## src/rtl/ppu_pkg.sv

```systemverilog
// Shared constants and the palette index mirroring function for the PPU palette writer.
// Note: the toggle enum lives here so the top and any future bench model agree on w encoding.
package ppu_pkg;

  localparam logic [2:0] REG_STATUS = 3'd2;
  localparam logic [2:0] REG_ADDR   = 3'd6;
  localparam logic [2:0] REG_DATA   = 3'd7;

  localparam logic [5:0] PAL_BASE = 6'h3F;
  localparam int         PAL_W    = 6;

  typedef enum logic {
    WTOG_HIGH = 1'b0,
    WTOG_LOW  = 1'b1
  } wtog_e;

  // $3F10/14/18/1C fold onto $3F00/04/08/0C.
  function automatic logic [4:0] pidx(input logic [4:0] a);
    return (a[4] && (a[1:0] == 2'b00)) ? {1'b0, a[3:0]} : a;
  endfunction

endpackage

```

## src/rtl/palette_ram32x6.sv

```systemverilog
// 32 x 6 palette storage: synchronous write, combinational renderer read, async clear.
// With PAL_RD_EN a second combinational read port feeds the CPU PPUDATA read path.
module palette_ram32x6
  import ppu_pkg::*;
(
  input  logic             clk,
  input  logic             rst_n,
  input  logic             i_we,
  input  logic [4:0]       i_waddr,
  input  logic [PAL_W-1:0] i_wdata,
  input  logic [4:0]       i_raddr,
  output logic [PAL_W-1:0] o_rdata
`ifdef PAL_RD_EN
  ,
  input  logic [4:0]       i_raddr_cpu,
  output logic [PAL_W-1:0] o_rdata_cpu
`endif
);

  logic [PAL_W-1:0] r_mem [32];

  always_ff @(posedge clk or negedge rst_n) begin
    if (!rst_n) begin
      for (int i = 0; i < 32; i++) r_mem[i] <= '0;
    end else if (i_we) begin
      r_mem[i_waddr] <= i_wdata;
    end
  end

  assign o_rdata = r_mem[i_raddr];

`ifdef PAL_RD_EN
  assign o_rdata_cpu = r_mem[i_raddr_cpu];
`endif

endmodule

```

## src/rtl/ppu_palette_writer.sv

```systemverilog
// PPUADDR/PPUDATA decode feeding the palette RAM; renderer reads through a ROM-compatible port.
// Optional macro PAL_RD_EN builds the CPU PPUDATA palette read path and cpu_dout register.
//
// state     | meaning
// WTOG_HIGH | next PPUADDR write is the high byte
// WTOG_LOW  | next PPUADDR write is the low byte
module ppu_palette_writer
  import ppu_pkg::*;
#(
  parameter logic INC_DEFAULT = 1'b0
) (
  input  logic        clk,
  input  logic        rst_n,
  input  logic [2:0]  reg_sel,
  input  logic        cpu_we,
  input  logic        cpu_re,
  input  logic [7:0]  cpu_din,
  input  logic        inc32,
  output logic [7:0]  cpu_dout,
  output logic [13:0] vram_addr,
  output logic        ext_we,
  input  logic [4:0]  addr,
  output logic [7:0]  dout
);

  logic [13:0]      r_vaddr;
  logic [5:0]       r_t_hi;
  wtog_e            r_wtog;
  wtog_e            w_wtog_next;
  logic             r_ext_we;

  logic             w_we_addr;
  logic             w_we_data;
  logic             w_re_stat;
  logic             w_re_data;
  logic             w_data_acc;
  logic             w_in_pal;
  logic             w_inc32;
  logic [13:0]      w_v_inc;
  logic             w_t_load;
  logic             w_v_load;
  logic             w_ram_we;
  logic [PAL_W-1:0] w_rdata;

  assign w_we_addr = cpu_we && (reg_sel == REG_ADDR);
  assign w_we_data = cpu_we && (reg_sel == REG_DATA);
  // A simultaneous write strobe wins; the read is dropped.
  assign w_re_stat = cpu_re && !cpu_we && (reg_sel == REG_STATUS);
  assign w_in_pal  = (r_vaddr[13:8] == PAL_BASE);

  // INC_DEFAULT=1 forces the +32 stride for integrations with no PPUCTRL driving inc32.
  assign w_inc32    = inc32 | INC_DEFAULT;
  assign w_v_inc    = r_vaddr + (w_inc32 ? 14'd32 : 14'd1);
  assign w_data_acc = w_we_data | w_re_data;
  assign w_ram_we   = w_we_data && w_in_pal;

  always_comb begin
    w_wtog_next = r_wtog;
    w_t_load    = 1'b0;
    w_v_load    = 1'b0;
    if (w_we_addr) begin
      if (r_wtog == WTOG_HIGH) begin
        w_wtog_next = WTOG_LOW;
        w_t_load    = 1'b1;
      end else begin
        w_wtog_next = WTOG_HIGH;
        w_v_load    = 1'b1;
      end
    end else if (w_re_stat) begin
      w_wtog_next = WTOG_HIGH;
    end
  end

  always_ff @(posedge clk or negedge rst_n) begin
    if (!rst_n) begin
      r_wtog <= WTOG_HIGH;
    end else begin
      r_wtog <= w_wtog_next;
    end
  end

  always_ff @(posedge clk or negedge rst_n) begin
    if (!rst_n) begin
      r_vaddr  <= '0;
      r_t_hi   <= '0;
      r_ext_we <= 1'b0;
    end else begin
      r_ext_we <= w_we_data && !w_in_pal;
      if (w_t_load) r_t_hi <= cpu_din[5:0];
      if (w_v_load) begin
        r_vaddr <= {r_t_hi, cpu_din};
      end else if (w_data_acc) begin
        r_vaddr <= w_v_inc;
      end
    end
  end

`ifdef PAL_RD_EN
  logic [PAL_W-1:0] w_rdata_cpu;
  logic [7:0]       r_cpu_dout;

  assign w_re_data = cpu_re && !cpu_we && (reg_sel == REG_DATA);

  always_ff @(posedge clk or negedge rst_n) begin
    if (!rst_n) begin
      r_cpu_dout <= '0;
    end else if (w_re_data && w_in_pal) begin
      r_cpu_dout <= {2'b00, w_rdata_cpu};
    end
  end

  assign cpu_dout = r_cpu_dout;

  palette_ram32x6 u_ram (
    .clk         (clk),
    .rst_n       (rst_n),
    .i_we        (w_ram_we),
    .i_waddr     (pidx(r_vaddr[4:0])),
    .i_wdata     (cpu_din[5:0]),
    .i_raddr     (pidx(addr)),
    .o_rdata     (w_rdata),
    .i_raddr_cpu (pidx(r_vaddr[4:0])),
    .o_rdata_cpu (w_rdata_cpu)
  );
`else
  logic w_unused_re;

  assign w_re_data   = 1'b0;
  assign w_unused_re = cpu_re;
  assign cpu_dout    = '0;

  palette_ram32x6 u_ram (
    .clk     (clk),
    .rst_n   (rst_n),
    .i_we    (w_ram_we),
    .i_waddr (pidx(r_vaddr[4:0])),
    .i_wdata (cpu_din[5:0]),
    .i_raddr (pidx(addr)),
    .o_rdata (w_rdata)
  );
`endif

  assign vram_addr = r_vaddr;
  assign ext_we    = r_ext_we;
  assign dout      = {2'b00, w_rdata};

endmodule

```

## config.mk

```make
export PLATFORM = sky130hd
export DESIGN_NAME = ppu_palette_writer
export DESIGN_NICKNAME = d
export VERILOG_FILES = /design/src/rtl/ppu_pkg.sv /design/src/rtl/palette_ram32x6.sv /design/src/rtl/ppu_palette_writer.sv
export SDC_FILE = /design/constraint.sdc
export NUM_CORES = 1
export LEC_CHECK = 0
export CAP_MARGIN = 20
export CORE_ASPECT_RATIO = 1.2
export CORE_MARGIN = 5
export CORE_UTILIZATION = 54
export DETAILED_ROUTE_END_ITERATION = 16
export HOLD_SLACK_MARGIN = 0.05
export PLACE_DENSITY = 0.76
export SLEW_MARGIN = 20
export SYNTH_ARGS = -nofsm -noshare
export SYNTH_HDL_FRONTEND = slang
export SYNTH_SLANG_ARGS = --single-unit
```

## constraint.sdc

```tcl
create_clock -name clk -period 1.9 [get_ports clk]
set_input_delay 0.285 -clock clk [delete_from_list [all_inputs] [get_ports clk]]
set_output_delay 0.285 -clock clk [all_outputs]
set_load 0.01 [all_outputs]
```

After elaboration in Yosys (flattened, before gate mapping)
Cells that the tools add are included.
{"block": "word_totals", "reg_bits": 214, "word_cells": 78, "in_bits": 21, "out_inout_bits": 31}
{"block": "op_classes", "n_mux": 17, "add_sub_neg": 1, "n_reduce_logical": 15, "eq_ne": 4, "n_bitwise": 2, "n_lt_le_gt_ge": 3}
{"operator": "bitwise mux 192 bit", "n": 1}
{"operator": "binary-select mux 6 bit (select 5 bit)", "n": 1}
{"operator": "demux 6 bit (select 5 bit)", "n": 1}
{"operator": "two-way mux 14 bit", "n": 2}
{"operator": "two-way mux 6 bit", "n": 4}
{"operator": "adder 14 x 6 -> 14 bit", "n": 1}
{"operator": "greater-or-equal comparator 6 bit (second input constant)", "n": 2}
{"operator": "NOT 5 -> 6 bit", "n": 2}
{"operator": "two-way mux 5 bit", "n": 2}
{"operator": "logical AND 1 bit", "n": 9}
{"operator": "== test 3 bit (second input constant)", "n": 2}
{"operator": "== test 6 bit (second input constant)", "n": 1}
{"operator": "< comparator 6 x 1 -> 1 bit (second input constant)", "n": 1}
{"operator": "two-way mux 1 bit", "n": 6}
{"operator": "logical NOT 2 bit", "n": 2}
{"operator": "nonzero test 2 bit", "n": 2}
{"operator": "== test 3 x 2 -> 1 bit (second input constant)", "n": 1}
{"operator": "logical NOT 1 bit", "n": 2}

Longest topological paths before layout
Gate-level depths: netlist (run 1).
{"block": "logic_depth", "word_depth": 9, "depth_mapped": 7, "ltp_nobuf": 6}

Modules after synthesis
A second synthesis (run 1) with hierarchy kept.
{"block": "hier_totals", "cells_unflattened": 666, "hier_area_um2": 10136.0}
{"mod": "palette_ram32x6", "cells_each": 529, "n_inst": 1, "area_each_um2": 8777.2, "seq_area_each_um2": 4804.6}
{"mod": "ppu_palette_writer", "cells_each": 137, "n_inst": 1, "area_each_um2": 1358.8, "seq_area_each_um2": 550.5}

Worst setup path before layout (run 1)
Ideal clock, no wire load.
{"block": "synth_timing", "kind": "register -> register", "from": "register r_vaddr[10] (netlist: vram_addr[10])", "to": "register u_ram.r_mem[168] (netlist bit)", "setup_ns": 0.125, "stages_incl_launch_ff": 6, "path_slack_ns": -0.063, "period_less_slack_ns": 1.963, "n_path_buf": 1, "required_ns": 1.775, "t_arrival_ns": 1.838, "cell_sequence": "dfrtp_1 -> nand3_1 -> nor4_4 -> and3_1 -> buf_4 -> mux2_2"}
{"block": "synth_between", "elab_chain_len": 2}
{"element": "start: declaration", "line_no": "ppu_palette_writer.sv:26", "rtl": "logic [13:0] r_vaddr;"}
{"element": "start signal: assignment", "line_no": "ppu_palette_writer.sv:91", "rtl": "r_vaddr <= {r_t_hi, cpu_din};"}
{"element": "start signal: assignment", "line_no": "ppu_palette_writer.sv:93", "rtl": "r_vaddr <= w_v_inc;"}
{"element": "== test 6 bit", "line_no": "ppu_palette_writer.sv:49", "rtl": "assign w_in_pal = (r_vaddr[13:8] == PAL_BASE);"}
{"element": "logical AND 1 bit", "line_no": "ppu_palette_writer.sv:55", "rtl": "assign w_ram_we = w_we_data && w_in_pal;"}
{"element": "end signal: indexed assignment", "line_no": "palette_ram32x6.sv:26", "rtl": "r_mem[i_waddr] <= i_wdata;"}
{"element": "end: declaration", "line_no": "palette_ram32x6.sv:20", "rtl": "logic [PAL_W-1:0] r_mem [32];"}
No other way between the ends.
A chain may end at the register's enable or synchronous reset.

Final worst setup path (run 1)
{"block": "layout_timing", "from": "register u_ram.r_mem[52] (netlist bit)", "to": "output dout[4]"}
{"block": "layout_between", "elab_chain_len": 3}
{"element": "binary-select mux 6 bit (select 5 bit)", "line_no": "palette_ram32x6.sv:30", "rtl": "assign o_rdata = r_mem[i_raddr];"}
{"element": "two-way mux 6 bit (implied by the code) (2 in a row)", "line_no": "palette_ram32x6.sv:30"}
{"element": "end: declaration", "line_no": "ppu_palette_writer.sv:23", "rtl": "output logic [7:0] dout"}
No other way between the ends. The select of a mux whose other input is x is not followed.

==> run summary, run 1 <==
outcome -> finished, violations left
failing checks -> negative setup slack
gr usage total -> 23.9%
Stages on worst setup path -> 5
Comb pwr share -> 18.1%
Yosys top cell area share -> 51.8%
placed cell areas -> 10200 µm²
via count -> 6245
hold depth -> 3
Crit path arrival time -> 1.90 ns
Final Hold Fails -> 0
sequential area share after synthesis -> 51.8%
worst rel slew slack -> 59.9%
mapped cell area -> 9190 µm²
share of layout cells above drive strength 1 -> 44.6%
final instance area -> 11200 µm²
Pre-antenna DRT Iters -> 6
top-level I/O count -> 52
Clock power frac -> 37.0%
WP buf/inv -> 1
max_cap viols -> 0
DIE HEIGHT -> 153 µm
vias in the first global route -> 6594
Row Count -> 52
antenna violations before repair -> 0
crit path capture -> dout[4]
Syn Inst Count -> 700
crit path from -> u_ram.r_mem[52]$_DFFE_PN0P_
worst-path fanout max -> 2
Slew @ Worst Pin -> 0.601 ns
Die ar. -> 19700 µm²
FF+latch count, synth -> 190
Cell variety after synth -> 45
Post-synth EDFFs -> 0
largest net degree at the start of global routing -> 61
Placer Congestion -> 0.907
die width -> 129 µm
Worst-Skew Late Latency -> 0.43 ns
Max Clock Skew -> 0.00760 ns
CP Data Required Time -> 1.62 ns
Antenna Diode Count -> 0
most common cell after layout, fill and taps aside -> dfrtp_1
CTS tree -> yes
most frequent cells in the layout -> dfrtp_1, mux2_2, mux2i_1, buf_4
worst-case reg-to-reg path depth -> 6
drt drc -> 0
crit path cell chain -> mux4_2 -> a2bb2oi_1 -> o22ai_2 -> nor3_2 -> buf_2
fin crit period -> 2.19 ns
Top FF cell, synth -> dfrtp_1
deepest clock path buffer count -> 2
total CTS buffers -> 17
first-pass GRT wire length -> 36600 µm
fin crit share -> 115%
RR Startpoint -> vram_addr[9]$_DFFE_PN0P_
post-synthesis cell type with the largest combined area -> dfrtp_1
ranking of synthesized cells by area -> dfrtp_1, mux2_2, mux2i_1
DRT Wirelength -> 23200 µm
Syn Area/Cell -> 13.1 µm²
Async S/R FF share, synth -> 100%
core box area -> 16800 µm²
synth warn -> 0
f_max -> 457 MHz
Tightest Hold Check Type -> in2reg
initial core utilization -> 54.7%
average wire per cell in the routed design -> 23.0 µm
Clk Tree Root Cell -> clkbuf_16
top cell family by delay on the critical path -> multiplexers
max incr delay on CP -> 0.49 ns
routed vias/inst -> 6.17
Net Switching -> 2600 µW
Max Slew Vio Count -> 0
Crit Path Category -> reg2out
final antenna-violating net count -> 0
clk slew on worst S/H paths -> 0.07 ns
Total Neg Setup Slack -> -1.43 ns
DP HPWL -> 15400 µm
Area Overhead vs Synth -> 21.5%
GRT overflow -> 0
IO buf count -> 41
unrepaired setup endpoints after global routing -> true
pre-CTS setup slack -> -0.926 ns
P_leak -> 0.00546 µW
Worst Setup Start Kind -> register
H-tree depth -> 4
internal power -> 7310 µW
Sw Share -> 26.3%
Setup violations, final -> 6
Power Density -> 887 nW/µm²
Seq pwr share -> 44.9%
worst r2r dst -> u_ram.r_mem[99]$_DFFE_PN0P_
final worst slack -> -0.290 ns
DRT iter0 DRCs -> 595
Reg2Reg Setup Slack -> 0.04 ns
Final Core Density -> 66.5%
Clock Sinks -> 190
Worst setup EP type -> output pin
critical path's slowest cell -> mux4_2
Nets -> 809
peak supply drop -> 647 µV
cells in the mapped netlist (7+ instances only):
master / instances
mux2i_1: 60
nand2_1: 40
a21oi_1: 14
clkbuf_1: 35
buf_2: 11
mux2_2: 174
a2bb2oi_1: 12
nor3_1: 7
dfrtp_1: 190
nor2_1: 7
nand3_1: 11
o211ai_1: 7
mux4_2: 12
a22oi_1: 28
buf_4: 13
metal layers:
layer / track usage [%] / part of all wire, % / vias to the layer above
met2: 39.7 / 51 / 214
met1: 31.3 / 41 / 3236
li1: - / - / 2741
met5: 0 / 0 / -
met4: 8.05 / 2.7 / 0
met3: 5.03 / 5.4 / 54
stage by stage:
stage | hold WS [ns] | std cells | power (µW)
floorplan | -0.0106 | 709 | 5220
CTS | 0.430 | 1008 | 9770
global route | 0.331 | 1012 | 10300
global placement | 0.304 | 973 | 6040
finish | 0.317 | 1012 | 9910
detailed placement | 0.316 | 973 | 6090
logic make-up after synthesis:
logic type | count (synthesis) | synth area share (%)
compound gates | 83 | 6.42
xor+xnor | 3 | 0.286
fa+ha+maj | 3 | 0.409
buf+inv | 63 | 3.26
flops | 190 | 51.8
mux | 246 | 30.8
other cells | 1 | 0.0408
simple gates | 111 | 7.03
flip-flops by register name (all words and copies together) (netlist names):
register,count
vram_addr,14
ext_we,1
u_ram.r_mem,168
r_t_hi,6
r_wtog,1
power by group through the flow:
stage	sequential (µW)	clock [µW]	combinational [µW]
2_1_floorplan	4510	0	716
3_5_place_dp	4480	0	1610
6_report	4440	3660	1800
3_3_place_gp	4470	0	1570
4_1_cts	4410	3700	1660
5_1_grt	4470	3870	1940
worst reg2reg max path, delay by kind of cell, from the launching register on:
family / cells / cell delay, ns
and+or+nand+nor: 3 / 0.68
DFF: 1 / 0.40
buffers and inverters: 2 / 0.35
muxes: 1 / 0.31
layout make-up:
cell class,count,area (µm²)
clock inverter,8,140
inverter,4,15.0
fill,1184,5620
timing repair buffer,116,1090
clock buffer,22,454
sequential,190,4760
tap,216,270
multi-input combinational,456,4440
worst min-delay path by stage:
| stage | startpoint | endpoint | slack, ns |
|---|---|---|---|
| CTS | rst_n | vram_addr[7]$_DFFE_PN0P_ | 0.43 |
| global placement | rst_n | vram_addr[10]$_DFFE_PN0P_ | 0.30 |
| global route | reg_sel[0] | r_wtog$_DFFE_PN0P_ | 0.33 |
| finish | reg_sel[0] | r_wtog$_DFFE_PN0P_ | 0.32 |
| floorplan | rst_n | ext_we$_DFF_PN0_ | -0.01 |
| detailed placement | rst_n | vram_addr[7]$_DFFE_PN0P_ | 0.32 |
timing repair:
item / CTS / global route
pin swaps: 13 / 10
buffers inserted: 3 / 4
setup endpoints to repair: 24 / 132
cloned: 1 / 0
hold endpoints to repair: 55 / 0
gates resized for setup: 64 / 39
hold buffers: 1 / 0
Note: power is estimated with default switching activity, not from simulation.
==> run 2: changes to the inputs <==
--- a/config.mk
+++ b/config.mk
@@ -15,4 +15,5 @@
 export SLEW_MARGIN = 20
 export SYNTH_ARGS = -nofsm -noshare
 export SYNTH_HDL_FRONTEND = slang
+export SYNTH_HIERARCHICAL = 1
 export SYNTH_SLANG_ARGS = --single-unit
==> run summary, run 2 <==
max_cap viols -> 0
crit path cell chain -> mux4_2 -> mux4_2 -> mux2_4 -> buf_6
via count -> 6753
critical path's most frequent cell -> mux4_2
CP Data Required Time -> 1.62 ns
Cell variety after synth -> 54
Clock power frac -> 40.0%
Final Hold Fails -> 0
max incr delay on CP -> 0.51 ns
Setup violations, final -> 180
DRT Wirelength -> 29400 µm
top cell family by delay on the critical path -> multiplexers
Max Clock Skew -> 0.0117 ns
Clock Sinks -> 214
critical path's slowest cell -> mux4_2
WP buf/inv -> 1
Max Slew Vio Count -> 0
Adder-Cell Fraction of Synth Area -> 0.370%
gr usage total -> 25.0%
unrepaired setup endpoints after global routing -> true
antenna violations before repair -> 0
FF+latch count, synth -> 214
largest family of logic cells by synthesized area -> multiplexers
outcome -> finished, violations left
final antenna-violating net count -> 0
worst rel slew slack -> 57.6%
Crit path arrival time -> 2.35 ns
deepest clock path buffer count -> 3
Yosys top cell area share -> 52.8%
H-tree depth -> 1
first-pass GRT wire length -> 42100 µm
worst-case reg-to-reg path depth -> 6
share of layout cells above drive strength 1 -> 56.4%
Top FF cell, synth -> dfrtp_1
Comb pwr share -> 16.2%
CTS tree -> yes
failing checks -> negative setup slack
drt drc -> 0
Antenna Diode Count -> 0
routed vias/inst -> 6.38
Syn Area/Cell -> 15.2 µm²
Post-Synth XOR/XNOR Area -> 0.0864%
post-synthesis compound-gate area fraction -> 2.94%
clk slew on worst S/H paths -> 0.06 ns
Pre-antenna DRT Iters -> 5
Largest register FFs -> 192
Sw Share -> 26.5%
Row Count -> 55
Worst-Skew Late Latency -> 0.51 ns
Biggest register -> u_ram/r_mem
WHS -> 0.370 ns
Post-synth EDFFs -> 0
Nets -> 814
IO buf count -> 41
Clk Tree Root Cell -> clkbuf_16
initial core utilization -> 54.4%
Seq pwr share -> 43.8%
largest net degree at the start of global routing -> 73
most frequent cell after synthesis -> dfrtp_1
f_max -> 379 MHz
Crit Path Category -> reg2out
final worst slack -> -0.738 ns
worst-path fanout max -> 2
DIE HEIGHT -> 160 µm
sequential area share after synthesis -> 52.8%
P_leak -> 0.00639 µW
fin crit share -> 139%
average wire per cell in the routed design -> 27.8 µm
DRT iter0 DRCs -> 412
Die ar. -> 21600 µm²
Worst setup EP type -> output pin
Slew @ Worst Pin -> 0.636 ns
total CTS buffers -> 22
Area Overhead vs Synth -> 34.8%
overall power -> 11100 µW
Placer Congestion -> 0.895
Worst Setup Start Kind -> register
most common cell after layout, fill and taps aside -> dfrtp_1
vias in the first global route -> 7138
core box area -> 18600 µm²
fin crit period -> 2.64 ns
Stages on worst setup path -> 4
synth warn -> 6
Async S/R FF share, synth -> 100%
Post-synth top cells -> dfrtp_1, mux2_1, mux4_2
DP HPWL -> 17400 µm
peak supply drop -> 968 µV
Power Density -> 813 nW/µm²
top-level I/O count -> 52
post-synthesis cell type with the largest combined area -> dfrtp_1
mapped cell area -> 10100 µm²
Net Switching -> 2940 µW
internal power -> 8170 µW
die width -> 135 µm
GRT overflow -> 0
post-synthesis simple-gate area fraction -> 5.06%
Syn Inst Count -> 666
ranking of synthesized cells by area -> dfrtp_1, mux2_1, mux4_2
Total Neg Setup Slack -> -22.70 ns
pre-CTS setup slack -> -0.938 ns
most frequent cells in the layout -> dfrtp_1, mux2_4, mux4_2, buf_4, clkdlybuf4s50_1
final instance area -> 13700 µm²
Tightest Hold Check Type -> in2async
post-synthesis mux area share -> 36.2%
placed cell areas -> 11500 µm²
## run 2: cell count changes after synthesis, sizes merged, moves of 10 or more
| cell | change |
|---|---|
| a22oi | -24 |
| dfrtp | +24 |
| mux2 | +30 |
| a2bb2oi | -12 |
| nor2 | +13 |
| mux4 | +48 |
| clkbuf | -10 |
| a21oi | -12 |
| mux2i | -59 |
## run 2: path summary, 6_finish.rpt
kind | startpoint | end | slack [ns]
max | u_ram/r_mem[51]$_DFFE_PN0P_ | dout[3] | -0.74
min | rst_n | u_ram/r_mem[54]$_DFFE_PN0P_ | 0.37
max reg2reg | vram_addr[8]$_DFFE_PN0P_ | u_ram/r_mem[67]$_DFFE_PN0P_ | -0.25
min reg2reg | u_ram/r_mem[106]$_DFFE_PN0P_ | u_ram/r_mem[106]$_DFFE_PN0P_ | 0.51
max in group asynchronous | rst_n | u_ram/r_mem[119]$_DFFE_PN0P_ | 0.85
min in group clk | cpu_din[7] | vram_addr[7]$_DFFE_PN0P_ | 0.40
## run 2: worst register-to-register path: stages (launching register included)
cell and delay, ns:
dfrtp_2 0.38, and3_4 0.19, and3_4 0.18, and3_4 0.20
or3b_4 0.47, nor2_4 0.28, mux2_4 0.35
## run 2: area by class of cell
cell class | count | area, µm²
inverters | 3 | 11.3
repair buffers | 136 | 1500
well taps | 256 | 320
clock inverters | 7 | 93.8
fillers | 1083 | 4980
flip-flops and latches | 214 | 5360
clock buffers | 30 | 652
multi-input cells | 413 | 5730
## run 2: cell families after synthesis
group / Yosys count
multiplexers: 265
flip-flops: 214
AND/OR/NAND/NOR: 100
buffers and inverters: 48
AO/OA/AOI/OAI: 34
adder cells (fa/ha/maj): 3
other: 1
XOR/XNOR: 1
## run 2: power groups by stage
stage | sequential [µW] | clock [µW] | combinational (µW)
global placement | 4940 | 0 | 1490
floorplan | 5060 | 0 | 554
detailed placement | 4950 | 0 | 1540
global route | 4890 | 4690 | 1930
finish | 4870 | 4450 | 1800
CTS | 4860 | 4470 | 1650
## run 2: layer usage
layer	global-route usage, %	up-vias	part of all wire (%)
li1	-	2743	-
met1	34.3	3618	40
met2	41.6	310	51
met3	4.60	82	5.8
met4	6.28	0	3.3
met5	0	-	0
## run 2: repair_timing
item / in CTS / in global routing
setup buffers: 10 / 9
hold endpoints to repair: 63 / 0
pin swaps: 12 / 16
resized for setup: 169 / 159
setup endpoints to repair: 197 / 201
hold buffers: 1 / 0
## run 2: metrics by stage
step / utilization [%] / instances
floorplan: - / 675
global placement: 61.8 / 1005
detailed placement: 61.8 / 1005
CTS: 69.3 / 1053
global route: 73.3 / 1059
finish: 73.3 / 1059
==> run 3: changes to the inputs <==
--- a/config.mk
+++ b/config.mk
@@ -15,5 +15,4 @@
 export SLEW_MARGIN = 20
 export SYNTH_ARGS = -nofsm -noshare
 export SYNTH_HDL_FRONTEND = slang
-export SYNTH_HIERARCHICAL = 1
 export SYNTH_SLANG_ARGS = --single-unit
==> results of run 3 <==
Same layout as run 1: the final DEF is identical, and so are final timing and power.
